File: config.mk
export PLATFORM = sky130hd
export DESIGN_NAME = grid_io_param_flat
export DESIGN_NICKNAME = d
export VERILOG_FILES = /design/src/rtl/grid_io_param_if.sv /design/src/rtl/grid_io_param.sv /design/src/flat_wrapper.sv
export SDC_FILE = /design/constraint.sdc
export NUM_CORES = 1
export LEC_CHECK = 0
export BUFFER_PORTS_ARGS = -buffer_cell sky130_fd_sc_hd__buf_2
export CORE_ASPECT_RATIO = 2
export CORE_MARGIN = 5
export CORE_UTILIZATION = 54
export CTS_BUF_LIST = sky130_fd_sc_hd__clkbuf_16
export CTS_CLUSTER_DIAMETER = 50
export DETAILED_ROUTE_END_ITERATION = 7
export PLACE_DENSITY = 0.84
export SETUP_SLACK_MARGIN = 0.1
export SYNTH_ARGS = -nofsm -noshare
export SYNTH_HDL_FRONTEND = slang
export SYNTH_SLANG_ARGS = --single-unit
File: constraint.sdc
create_clock -name prog_clk -period 1.9 [get_ports prog_clk]
set_clock_uncertainty 0.1 [all_clocks]
set_input_delay 0.095 -clock prog_clk [delete_from_list [all_inputs] [get_ports prog_clk]]
set_output_delay 0.095 -clock prog_clk [all_outputs]
set_load 0.02 [all_outputs]
File: src/rtl/grid_io_param_if.sv
// Pad-ring and configuration-chain signal bundle for one grid_io_param tile.
// The tile connects through the slave modport; the fabric/test side uses master.
interface grid_io_param_if #(
    parameter int unsigned NUM_PADS = 5
);
    logic                ccff_head;
    logic                ccff_shift_en;
    logic                ccff_tail;
    logic                cfg_loaded;
    logic [NUM_PADS-1:0] fabric_outpad;
    logic [NUM_PADS-1:0] fabric_inpad;
    logic [NUM_PADS-1:0] pad_in;
    logic [NUM_PADS-1:0] pad_out;
    logic [NUM_PADS-1:0] pad_oe;

    modport master (
        output ccff_head, ccff_shift_en, fabric_outpad, pad_in,
        input  ccff_tail, cfg_loaded, fabric_inpad, pad_out, pad_oe
    );

    modport slave (
        input  ccff_head, ccff_shift_en, fabric_outpad, pad_in,
        output ccff_tail, cfg_loaded, fabric_inpad, pad_out, pad_oe
    );
endinterface

File: src/rtl/grid_io_param.sv
// Parametrised perimeter I/O tile: NUM_PADS pads sharing one configuration-chain
// segment, held in a safe input/undriven state until a full burst is loaded.
module grid_io_param #(
    parameter int unsigned NUM_PADS = 5
) (
    input logic            prog_clk,
    input logic            prog_reset_n,
    grid_io_param_if.slave io
);
    localparam int unsigned CFG_BITS  = 4;
    localparam int unsigned CHAIN_LEN = NUM_PADS * CFG_BITS;
    localparam int unsigned CNT_W     = $clog2(CHAIN_LEN + 1);

    logic [CHAIN_LEN-1:0] cfg;
    logic [CNT_W-1:0]     count;
    logic                 shift_en_q;
    logic                 loaded;
    logic                 active;
    logic [NUM_PADS-1:0]  out_q;
    logic [NUM_PADS-1:0]  sync1;
    logic [NUM_PADS-1:0]  sync2;
    logic [NUM_PADS-1:0]  d;
    logic [NUM_PADS-1:0]  oe_f;
    logic [NUM_PADS-1:0]  inreg_f;
    logic [NUM_PADS-1:0]  outreg_f;
    logic [NUM_PADS-1:0]  inv_f;

    always_ff @(posedge prog_clk or negedge prog_reset_n) begin
        if (!prog_reset_n) begin
            cfg        <= '0;
            count      <= '0;
            shift_en_q <= 1'b0;
        end else begin
            shift_en_q <= io.ccff_shift_en;
            if (io.ccff_shift_en) begin
                cfg <= {cfg[CHAIN_LEN-2:0], io.ccff_head};
                // A rising shift_en restarts the count, so only an unbroken burst can load.
                if (!shift_en_q)
                    count <= CNT_W'(1);
                else if (count != CNT_W'(CHAIN_LEN))
                    count <= count + CNT_W'(1);
            end
        end
    end

    assign loaded        = (count == CNT_W'(CHAIN_LEN));
    assign active        = loaded & ~io.ccff_shift_en;
    assign io.cfg_loaded = loaded;
    assign io.ccff_tail  = cfg[CHAIN_LEN-1];

    always_comb begin
        oe_f     = '0;
        inreg_f  = '0;
        outreg_f = '0;
        inv_f    = '0;
        for (int unsigned p = 0; p < NUM_PADS; p++) begin
            oe_f[p]     = cfg[CFG_BITS*p + 0];
            inreg_f[p]  = cfg[CFG_BITS*p + 1];
            outreg_f[p] = cfg[CFG_BITS*p + 2];
            inv_f[p]    = cfg[CFG_BITS*p + 3];
        end
    end

    assign d = io.fabric_outpad ^ inv_f;

    // Synchronisers free-run so IN_REG pads are already settled when user mode starts.
    always_ff @(posedge prog_clk or negedge prog_reset_n) begin
        if (!prog_reset_n) begin
            out_q <= '0;
            sync1 <= '0;
            sync2 <= '0;
        end else begin
            sync1 <= io.pad_in;
            sync2 <= sync1;
            if (active)
                out_q <= d;
        end
    end

    assign io.pad_out      = active ? ((outreg_f & out_q) | (~outreg_f & d)) : '0;
    assign io.pad_oe       = {NUM_PADS{active}} & oe_f;
    assign io.fabric_inpad = active ? (((inreg_f & sync2) | (~inreg_f & io.pad_in)) ^ inv_f) : '0;
endmodule

File: src/flat_wrapper.sv
// flat-port wrapper written by rule: the top's interface ports become plain ports
module grid_io_param_flat 
#(
    parameter int unsigned NUM_PADS = 5
)
  (prog_clk, prog_reset_n, io_ccff_head, io_ccff_shift_en, io_fabric_outpad, io_pad_in, io_ccff_tail, io_cfg_loaded, io_fabric_inpad, io_pad_out, io_pad_oe);
  grid_io_param_if #(.NUM_PADS(NUM_PADS)) io_i ();
  input logic prog_clk;
  input logic prog_reset_n;
  input wire logic [$bits(io_i.ccff_head)-1:0] io_ccff_head;
  input wire logic [$bits(io_i.ccff_shift_en)-1:0] io_ccff_shift_en;
  input wire logic [$bits(io_i.fabric_outpad)-1:0] io_fabric_outpad;
  input wire logic [$bits(io_i.pad_in)-1:0] io_pad_in;
  output wire logic [$bits(io_i.ccff_tail)-1:0] io_ccff_tail;
  output wire logic [$bits(io_i.cfg_loaded)-1:0] io_cfg_loaded;
  output wire logic [$bits(io_i.fabric_inpad)-1:0] io_fabric_inpad;
  output wire logic [$bits(io_i.pad_out)-1:0] io_pad_out;
  output wire logic [$bits(io_i.pad_oe)-1:0] io_pad_oe;
  assign io_i.ccff_head = io_ccff_head;
  assign io_i.ccff_shift_en = io_ccff_shift_en;
  assign io_i.fabric_outpad = io_fabric_outpad;
  assign io_i.pad_in = io_pad_in;
  assign io_ccff_tail = io_i.ccff_tail;
  assign io_cfg_loaded = io_i.cfg_loaded;
  assign io_fabric_inpad = io_i.fabric_inpad;
  assign io_pad_out = io_i.pad_out;
  assign io_pad_oe = io_i.pad_oe;
  grid_io_param #(.NUM_PADS(NUM_PADS)) u_core (.prog_clk(prog_clk), .prog_reset_n(prog_reset_n), .io(io_i));
endmodule
==> reports/qor.yml, run 1 <==
timing:
  period_needed_ns: 1.83
  hold_ws_ns: 0.137
  maxSlewHeadroom_pct: 41.6
  max_freq_ghz: 0.545
  rsz0062_at_grt: "true"
  finalMaxSlewViolations: 0
  timing.final.crit_share_pct: 96.5
  setup_tns_ns: 0
  setup_viol: 0
  tightest_slew_ns: 0.877
  hold_viol_final: 0
yosys:
  netlist_instances: 132
  syn-cell-area_um2: 1800
  syn_nets: 148
  yosysMostFrequentCell: "dfrtp_1"
  ys.flop_type: "dfrtp_1"
  async_reset_ff_share_pct: 100
  synth-seq-cells: 41
  yosysTopAreaCell: "dfrtp_1"
  yosysWarnings: 0
  ys_top_cells_by_count: "dfrtp_1, mux2_2, mux2i_1, nor2_1, xor2_1"
  synth_edf_count: 0
  synth_cell_types: 26
  syn_area_per_cell_um2: 13.6
  synth_top_area_share_pct: 57.0
  ys_seq_area_share_pct: 57.0
  synth_area_leaders: "dfrtp_1, mux2_2, mux2i_1"
global_routing:
  grt_pass1_vias: 1300
  grt_start_max_net_pins: 42
  grt_pass1_wl_mm: 6.29
  antenna_found_initial: 0
  gr-total-overflow: 0
  grt.total_usage_pct: 17.9
run:
  cap_viol_max_count: 0
routing:
  wire_per_inst_um: 18.0
  detail-route-antenna-nets: 0
  vias_per_cell: 5.67
  wl_mm: 3.79
  first_pass_iters: 4
  drtIter0Drc: 81
  num_vias: 1190
  drc: 0
power:
  power.density_nw_per_um2: 1220
  peakVddDrop_uv: 1020
  cellLeakagePower_nw: 1.12
die:
  die_h_um: 91.7
  start_util_pct: 56.4
  die_w_um: 50.8
  io-pin-count: 31
  rows: 29
  core_area_um2: 3190
  dieArea_um2: 4660
cts:
  clkSlewWorstSetupHoldPaths_ns: 0.06
  cts_tree: "built"
  ctsRootBufferMaster: "clkbuf_16"
  clock_path_buffers: 2
  clk_latency_ns: 0.28
  cts_buffers: 5
  htreeDepth: 2
  clock_sinks: 41
place:
  io_buffers: 30
  finalWeightedCongestion: 0.842
  postPlaceCellArea_um2: 1960
  post-dp-hpwl_mm: 2.35
status:
  status: "finished clean"
finish:
  nets: 194
  diodes: 0
  synthToLayoutAreaGrowth_pct: 34.4
  fillCellCount: 197
  regArea_um2: 1030
  drive_above_1_share_pct: 48.6
  fin_area_um2: 2420
  multi_input_area_um2: 843
worst_setup_path:
  worstSetupStartpoint: "u_core.count[1]$_DFFE_PN0P_"
  criticalPathCategory: "reg2out"
  end_kind: "primary output"
  cp-start-kind: "register"
  ff2ff_path_depth: 5
  rr_endpoint: "u_core.out_q[1]$_DFFE_PN0P_"
  critPathArrivalTime_ns: 1.64
  required_ns: 1.70
  r2r_setup_slack_ns: 0.11
  r2r_start: "u_core.count[1]$_DFFE_PN0P_"
  worst-path-max-fanout: 8
worst_hold_path:
  holdPathEnd: "u_core.shift_en_q$_DFF_PN0_"
  holdPathStages: 2
  hp-class: "in2reg"
  hold_start: "io_ccff_shift_en"
-- flip-flops by register name, indices dropped and copies added (netlist names) --
name / count
u_core.sync1: 5
u_core.shift_en_q: 1
u_core.count: 5
u_core.cfg: 20
u_core.sync2: 5
u_core.out_q: 5
-- worst max path at each step --
stage                     slack, ns                     endpoint
after floorplan                0.27  u_core.count[1]$_DFFE_PN0P_
after global placement         0.21           io_fabric_inpad[1]
after detailed placement       0.14                io_pad_out[4]
after CTS                      0.09           io_fabric_inpad[3]
after global routing           0.01                io_pad_out[4]
final                          0.07           io_fabric_inpad[0]
-- routing by layer --
metal  wire, um  vias to the layer above  track usage, %
met1       1420                      594            20.8
li1           -                      556               -
met4         68                        0            7.68
met3        171                        6            4.55
met5          0                        -               0
met2       2130                       34            30.1
-- area by class of cell --
type                       count  area share, %
inverter                       2          0.310
timing repair buffer          44           14.1
multi-input combinational     84           34.9
clock inverter                 3           1.55
tap                           31           1.60
sequential                    41           42.5
clock buffer                   5           5.17
-- what timing repair did --
item                                   CTS  global route
buffers inserted                         4             2
setup endpoints to repair               10            20
cloned                                   1             0
gates resized for setup                 30            20
endpoints found under the hold margin   47             0
hold buffers                             7             0
pin swaps                                5             4
-- cells by family (layout without fill, tap and decap cells) --
logic type | count (synthesis) | count (layout) | synth area share, %
adder cells (fa/ha/maj) | 2 | 2 | 1.39
multiplexers | 36 | 36 | 22.8
XOR/XNOR | 10 | 10 | 4.86
flip-flops | 41 | 41 | 57.0
AND/OR/NAND/NOR | 27 | 28 | 8.13
buffers and inverters | 8 | 54 | 2.64
AO/OA/AOI/OAI | 8 | 8 | 3.20
-- critical path: stages (launching register included) --
cell      delay, ns
dfrtp_1        0.39
inv_2          0.08
ha_4           0.13
and4bb_4       0.39
nand2_8        0.10
nor2_2         0.12
buf_4          0.14
-- power by group --
part           switching, mW  internal, mW  total (mW)  leakage, nW
clock                  0.311         0.609       0.920       0.0826
sequential             0.253          1.11        1.37        0.499
combinational          0.283         0.378       0.661        0.543
-- cells in the final DEF (no fill, tap or decap), types with 2 or more instances in the layout --
cell / n
and3_4: 2
clkbuf_16: 5
inv_2: 2
buf_4: 14
dfrtp_1: 40
dlygate4sd3_1: 7
nand2_8: 2
nor2_2: 2
buf_6: 8
mux2_4: 5
nor2_4: 7
nand3_1: 3
nand2_1: 2
xor2_1: 10
nor2_1: 2
a21oi_1: 2
and3_1: 3
mux2_2: 20
buf_2: 15
mux2i_1: 11
-- metrics by stage --
stage | std cells | utilization [%] | setup slack [ns] | total power, mW
floorplan | 132 | - | 0.266 | 1.74
detailed placement | 188 | 61.3 | 0.144 | 1.90
finish | 210 | 75.8 | 0.0662 | 2.95
global route | 210 | 75.8 | 0.0146 | 3.12
CTS | 208 | 73.0 | 0.0935 | 2.92
global placement | 188 | 61.3 | 0.210 | 1.86
No activity file was read; power rests on OpenSTA's default activity.
==> run 2, diff against run 1 <==
--- a/config.mk
+++ b/config.mk
@@ -6,7 +6,6 @@
 export NUM_CORES = 1
 export LEC_CHECK = 0
 export BUFFER_PORTS_ARGS = -buffer_cell sky130_fd_sc_hd__buf_2
-export CORE_ASPECT_RATIO = 2
 export CORE_MARGIN = 5
 export CORE_UTILIZATION = 54
 export CTS_BUF_LIST = sky130_fd_sc_hd__clkbuf_16
==> run 2 against run 1 <==
  * Critical path depth is the same
  * Combinational power grew 3%
  * Final cell count rose by 7.6%
  * Utilization down 2.1 points
  * Register-to-register slack better by 0.02 ns
  * Largest power group unchanged
  * Sequential cell count is the same
==> reports/qor.yml, run 2 (same netlist as run 1, synthesis figures left out) <==
status:
  status: "finished clean"
routing:
  detail-route-antenna-nets: 0  # unchanged
  drtIter0Drc: 42  # -48%
  wl_mm: 3.74  # -1.4%
  first_pass_iters: 4  # unchanged
  drc: 0  # unchanged
  wire_per_inst_um: 16.5  # -8.4%
  vias_per_cell: 5.23  # -7.7%
  num_vias: 1182  # -0.67%
finish:
  largest_register_ffs: 20  # unchanged
  synthToLayoutAreaGrowth_pct: 34.3  # about the same
  most-common-layout-cells: "dfrtp_1, mux2_2, buf_4"
  multi_input_area_um2: 846  # +0.30%
  drive_above_1_share_pct: 47.8  # -0.83 points
  top_register: "u_core.cfg"
  diodes: 0  # unchanged
  fin_area_um2: 2420  # about the same
  final_common_cell: "dfrtp_1"
  fillCellCount: 209  # +6.1%
  nets: 195  # +0.52%
  regArea_um2: 1030  # unchanged
place:
  finalWeightedCongestion: 0.767  # -8.9%
  post-dp-hpwl_mm: 2.44  # +3.6%
  io_buffers: 30  # unchanged
  postPlaceCellArea_um2: 1990  # +1.7%
cts:
  cts_tree: "built"
  clock_sinks: 41  # unchanged
  clock_path_buffers: 2  # unchanged
  cts_buffers: 5  # unchanged
  htreeDepth: 2  # unchanged
  clk_latency_ns: 0.28  # about the same
  ctsRootBufferMaster: "clkbuf_16"
  clkSlewWorstSetupHoldPaths_ns: 0.05  # about the same
timing:
  period_needed_ns: 1.83  # -0.00795 ns
  setup_tns_ns: 0  # unchanged
  tightest_slew_ns: 0.421  # -0.455 ns
  setup_viol: 0  # unchanged
  rsz0062_at_grt: "true"
  maxSlewHeadroom_pct: 71.9  # +30 points
  timing.final.crit_share_pct: 96.1  # -0.42 points
  finalMaxSlewViolations: 0  # unchanged
  hold_viol_final: 0  # unchanged
  max_freq_ghz: 0.548  # +0.44%
global_routing:
  grt_pass1_vias: 1319  # +1.5%
  antenna_found_initial: 0  # unchanged
  grt.total_usage_pct: 19.4  # +1.6 points
  grt_pass1_wl_mm: 6.35  # +0.89%
  grt_start_max_net_pins: 28  # -33%
  gr-total-overflow: 0  # unchanged
worst_hold_path:
  hold_start: "io_ccff_shift_en"
  holdPathStages: 2  # unchanged
  hp-class: "in2reg"
  holdPathEnd: "u_core.shift_en_q$_DFF_PN0_"
worst_setup_path:
  r2r_start: "u_core.count[0]$_DFFE_PN0P_"
  ff2ff_path_depth: 5  # unchanged
  cp-start-kind: "register"
  r2r_setup_slack_ns: 0.13  # +0.02 ns
  end_kind: "primary output"
  critPathArrivalTime_ns: 1.63  # about the same
  worst-path-max-fanout: 8  # unchanged
  rr_endpoint: "u_core.out_q[4]$_DFFE_PN0P_"
  criticalPathCategory: "reg2out"
  required_ns: 1.70  # about the same
die:
  die_w_um: 67.7  # +33%
  start_util_pct: 54.8  # -1.6 points
  io-pin-count: 31  # unchanged
  die_h_um: 67.7  # -26%
  dieArea_um2: 4590  # -1.5%
  core_area_um2: 3280  # +2.9%
  rows: 21  # -28%
power:
  cellLeakagePower_nw: 1.13  # +0.29%
  power.density_nw_per_um2: 1170  # -4.3%
  clock_power_share_pct: 27.4  # -3.8 points
  peakVddDrop_uv: 635  # -38%
  power_switching_mw: 0.859  # +1.5%
  power.total_mw: 2.82  # -4.3%
  seqPwrFrac_pct: 48.5  # +2.2 points
  p_int_mw: 1.96  # -6.7%
  swShare_pct: 30.5  # +1.7 points
  p_comb_share_pct: 24.1  # +1.7 points
run:
  cap_viol_max_count: 0  # unchanged
[run 2: cell count changes in the layout (fill, tap and decap cells not counted), moves of 2 or more]
cell | before | now
nor2_4 | 7 | 9
buf_4 | 14 | 16
and3_1 | 3 | 5
inv_1 | 1 | 3
and3_4 | 2 | 0
[run 2: final cells by class]
type / instances / area share, %
inverters: 2 / 0.310
flip-flops and latches: 41 / 42.5
multi-input cells: 84 / 35.0
well taps: 46 / 2.38
clock inverters: 3 / 0.466
clock buffers: 5 / 5.17
repair buffers: 45 / 14.2
[run 2: power by group through the flow]
stage / clock (mW) / sequential [mW] / combinational, mW
after floorplan: 0 / 1.30 / 0.445
after global placement: 0 / 1.34 / 0.518
after detailed placement: 0 / 1.36 / 0.547
after CTS: 0.784 / 1.36 / 0.660
after global routing: 0.824 / 1.39 / 0.749
final: 0.773 / 1.37 / 0.680
[run 2: routing by layer]
metal | global-route usage (%) | part of all wire (%) | vias up
li1 | - | - | 552
met1 | 22.6 | 43 | 597
met2 | 34.0 | 52 | 27
met3 | 3.99 | 3.9 | 6
met4 | 9.11 | 1.7 | 0
met5 | 0 | 0 | -
[run 2: worst max-delay path, stage by stage (launching register included)]
cell,delay (ns)
dfrtp_1,0.40
inv_2,0.08
ha_4,0.12
and4bb_4,0.36
nand2_8,0.11
nor2_4,0.15
buf_6,0.12
[run 2: worst max-delay path by stage]
stage	to	cells past startpoint	startpoint
after floorplan	u_core.count[1]$_DFFE_PN0P_	6	u_core.count[0]$_DFFE_PN0P_
after global placement	io_pad_out[3]	6	u_core.count[0]$_DFFE_PN0P_
after detailed placement	io_pad_out[3]	6	u_core.count[0]$_DFFE_PN0P_
after CTS	io_fabric_inpad[1]	6	u_core.count[0]$_DFFE_PN0P_
after global routing	io_fabric_inpad[3]	6	u_core.count[0]$_DFFE_PN0P_
final	io_fabric_inpad[3]	6	u_core.count[0]$_DFFE_PN0P_
[run 2: repair_timing]
item	CTS	global route
setup endpoints to repair	10	21
setup buffers	3	2
gates resized for setup	43	7
hold endpoints to repair	23	0
hold buffers	7	0
gates cloned	1	0
pin swaps	10	4
[run 2: through the flow]
step	utilization, %	cells	hold WS (ns)	setup slack [ns]
after floorplan	-	132	-0.301	0.266
after global placement	60.6	205	-0.0445	0.197
after detailed placement	60.6	205	-0.0445	0.133
after CTS	72.5	224	0.142	0.101
after global routing	73.6	226	0.152	0.0315
final	73.6	226	0.138	0.0742
==> run 3, diff against run 2 <==
--- a/config.mk
+++ b/config.mk
@@ -5,13 +5,14 @@
 export SDC_FILE = /design/constraint.sdc
 export NUM_CORES = 1
 export LEC_CHECK = 0
+export ABC_AREA = 1
 export BUFFER_PORTS_ARGS = -buffer_cell sky130_fd_sc_hd__buf_2
 export CORE_MARGIN = 5
-export CORE_UTILIZATION = 54
+export CORE_UTILIZATION = 55
 export CTS_BUF_LIST = sky130_fd_sc_hd__clkbuf_16
 export CTS_CLUSTER_DIAMETER = 50
 export DETAILED_ROUTE_END_ITERATION = 7
-export PLACE_DENSITY = 0.84
+export PLACE_DENSITY = 0.85
 export SETUP_SLACK_MARGIN = 0.1
 export SYNTH_ARGS = -nofsm -noshare
 export SYNTH_HDL_FRONTEND = slang
==> constraint.sdc (replaced) <==
create_clock -name prog_clk -period 1.9 [get_ports prog_clk]
set_clock_uncertainty 0.1 [all_clocks]
set_input_delay 0.095 -clock prog_clk [delete_from_list [all_inputs] [get_ports prog_clk]]
set_output_delay 0.095 -clock prog_clk [all_outputs]
set_load 0.005 [all_outputs]
==> run 3 against run 2 <==
  * Die area fell by 0.74%
  * Wire length rose by 0.51%
  * Fmax fell by 0.81%
  * Global-route usage fell by 0.093 points
  * Synthesized cell count rose by 61%
  * Sequential power fell by 24%
  * First-iteration DRC count rose by 69%
  * Sequential cell count did not move
  * Largest cell class unchanged
  * Combinational power fell by 52%
==> reports/qor.yml, run 3 <==
worst_setup_path:
  critPathMaxStageDelay_ns: 0.38  # -0.02 ns
  ff2ff_path_depth: 11  # +6
  crit_buf_inv: 4  # +2
  criticalPathCategory: "reg2out"
  r2r_setup_slack_ns: 0.33  # +0.20 ns
  cp_top_family: "simple AND/OR/NAND/NOR gates"
  critPathArrivalTime_ns: 1.65  # +0.02 ns
  crit_path_top_delay_cell: "dfrtp_1"
  r2r_start: "u_core.count[0]$_DFFE_PN0P_"
  worst-path-max-fanout: 5  # -3
  rr_endpoint: "u_core.out_q[2]$_DFFE_PN0P_"
  worstSetupStartpoint: "u_core.count[0]$_DFFE_PN0P_"
  path_depth: 10  # +4
  crit_path_end: "io_fabric_inpad[2]"
  required_ns: 1.70  # about the same
  cp-start-kind: "register"
  end_kind: "primary output"
  path_cells: "inv_1, ha_2, nand2_2, inv_2, nand2_4, nor2_4, buf_6, nand2_4, nor2_4, buf_2"
yosys:
  yosys.area_share.simple_pct: 25.1  # +17 points
  synth_top_area_share_pct: 56.4  # -0.55 points
  yosysMostFrequentCell: "nand2_1"
  async_reset_ff_share_pct: 100  # unchanged
  netlist_instances: 213  # +61%
  synth_area_leaders: "dfrtp_1, nand2_1, o21ai_0"
  synth-seq-cells: 41  # unchanged
  synth_top_family_by_area: "simple AND/OR/NAND/NOR gates"
  syn-cell-area_um2: 1820  # +0.97%
  yosysWarnings: 0  # unchanged
  synthMuxAreaShare_pct: 0  # -23 points
  ys_seq_area_share_pct: 56.4  # -0.55 points
  syn_nets: 229  # +55%
  synth_edf_count: 0  # unchanged
  synth_cell_types: 20  # -23%
  yosysTopAreaCell: "dfrtp_1"
  ys.flop_type: "dfrtp_1"
  synth_xor_area_share_pct: 3.85  # -1.0 points
  ys_top_cells_by_count: "nand2_1, dfrtp_1, inv_1"
  syn_area_per_cell_um2: 8.54  # -37%
  synth_compound_area_share_pct: 6.88  # +3.7 points
  synth-adder-area-share_pct: 1.38  # -0.013 points
power:
  swShare_pct: 26.8  # -3.7 points
  p_int_mw: 1.58  # -19%
  p_comb_share_pct: 15.3  # -8.8 points
  clock_power_share_pct: 36.4  # +9.0 points
  seqPwrFrac_pct: 48.3  # -0.2 points
  power.total_mw: 2.16  # -23%
  power.density_nw_per_um2: 913  # -22%
  cellLeakagePower_nw: 1.28  # +13%
  peakVddDrop_uv: 626  # -1.5%
  power_switching_mw: 0.578  # -33%
routing:
  detail-route-antenna-nets: 0  # unchanged
  drtIter0Drc: 71  # +69%
  wire_per_inst_um: 12.1  # -27%
  wl_mm: 3.76  # +0.51%
  first_pass_iters: 4  # unchanged
  drc: 0  # unchanged
  vias_per_cell: 4.93  # -5.8%
  num_vias: 1527  # +29%
timing:
  setup_viol: 0  # unchanged
  maxSlewHeadroom_pct: 66.7  # -5.2 points
  finalMaxSlewViolations: 0  # unchanged
  hold_viol_final: 0  # unchanged
  max_freq_ghz: 0.543  # -0.81%
  tightest_slew_ns: 0.499  # +0.0781 ns
  rsz0062_at_grt: "true"
  timing.final.crit_share_pct: 96.9  # +0.79 points
  period_needed_ns: 1.84  # +0.0150 ns
global_routing:
  grt.total_usage_pct: 19.3  # -0.093 points
  antenna_found_initial: 0  # unchanged
  gr-total-overflow: 0  # unchanged
  grt_pass1_wl_mm: 6.46  # +1.7%
  grt_pass1_vias: 1444  # +9.5%
  grt_start_max_net_pins: 23  # -18%
finish:
  fillCellCount: 236  # +13%
  fin_area_um2: 2360  # -2.2%
  diodes: 0  # unchanged
  most-common-layout-cells: "nand2_1, dfrtp_1, buf_2"
  largest_register_ffs: 20  # unchanged
  drive_above_1_share_pct: 25.6  # -22 points
  synthToLayoutAreaGrowth_pct: 30.1
  top_register: "u_core.cfg"
  final_common_cell: "nand2_1"
  nets: 281  # +44%
die:
  rows: 20  # -4.8%
  io-pin-count: 31  # unchanged
  start_util_pct: 58.6  # +3.8 points
  dieArea_um2: 4550  # -0.74%
  die_h_um: 67.5  # -0.37%
  die_w_um: 67.5  # -0.37%
  core_area_um2: 3100  # -5.5%
place:
  post-dp-hpwl_mm: 2.53  # +3.7%
  postPlaceCellArea_um2: 2040  # +2.3%
  finalWeightedCongestion: 0.820  # +7.0%
  io_buffers: 30  # unchanged
cts:
  cts_tree: "built"
  ctsRootBufferMaster: "clkbuf_16"
  cts_buffers: 5  # unchanged
  clk_latency_ns: 0.28  # about the same
  clock_sinks: 41  # unchanged
  clock_path_buffers: 2  # unchanged
  htreeDepth: 2  # unchanged
  clkSlewWorstSetupHoldPaths_ns: 0.06  # about the same
status:
  status: "finished clean"
worst_hold_path:
  hold_start: "io_fabric_outpad[3]"
  hp-class: "in2reg"
run:
  cap_viol_max_count: 0  # unchanged
## run 3: how the worst min path moves through the flow
stage	end	slack, ns	cells past startpoint
4_1_cts	u_core.out_q[4]$_DFFE_PN0P_	0.01	4
3_5_place_dp	u_core.sync2[2]$_DFF_PN0_	-0.01	1
5_1_grt	u_core.out_q[3]$_DFFE_PN0P_	0.04	4
2_1_floorplan	u_core.cfg[0]$_DFFE_PN0P_	-0.30	0
3_3_place_gp	u_core.sync2[2]$_DFF_PN0_	-0.01	1
6_report	u_core.out_q[3]$_DFFE_PN0P_	0.02	4
## run 3: metrics by stage
stage               hold WS, ns  util (%)  cells  worst slack [ns]  setup TNS [ns]
floorplan                -0.301         -    213             0.518               0
global placement        -0.0126      65.6    286             0.272               0
detailed placement      -0.0105      65.6    286             0.219               0
CTS                      0.0146      74.6    307            0.0733               0
global route             0.0429      76.2    310           -0.0305          -0.107
finish                   0.0213      76.2    310            0.0592               0
## run 3: routing by layer
metal | up-vias | GRT usage (%) | wire (um)
li1 | 763 | - | -
met1 | 720 | 25.6 | 1650
met2 | 35 | 30.5 | 1870
met3 | 9 | 5.49 | 167
met4 | 0 | 6.33 | 64
met5 | - | 0 | 0
## run 3: tightest hold or removal path: cells and delay by family
| kind | cells | cell delay [ns] |
|---|---|---|
| and+or+nand+nor | 2 | 0.11 |
| buffers and inverters | 1 | 0.09 |
| xor gates and xnor gates | 1 | 0.07 |
## run 3: final cells by class
class                           instances  area, um2  area share [%]
Timing Repair Buffer                   50        342            14.4
Inverter                               23       88.8            3.76
Sequential cell                        41       1030            43.4
Tap cell                               44       55.1            2.33
Clock inverter                          3       12.5           0.529
Multi-Input combinational cell        144        716            30.3
Clock buffer                            5        125            5.29
## run 3: logic make-up after synthesis
family	Yosys count
compound gates	25
fa+ha+maj	2
xor+xnor	8
simple gates	109
flops	41
buf+inv	28
## run 3: power by group through the flow
stage                     combinational, mW  sequential, mW  clock, mW
after floorplan                       0.186            1.05          0
after global placement                0.260            1.06          0
after detailed placement              0.265            1.06          0
after CTS                             0.311            1.04      0.801
after global routing                  0.379            1.06      0.844
final                                 0.329            1.04      0.786
## run 3: timing repair
action,in CTS,in global routing
pin swaps,2,3
resized for setup,9,7
hold buffers,7,0
buffers inserted,6,3
hold endpoints to repair,27,0
setup endpoints to repair,10,10
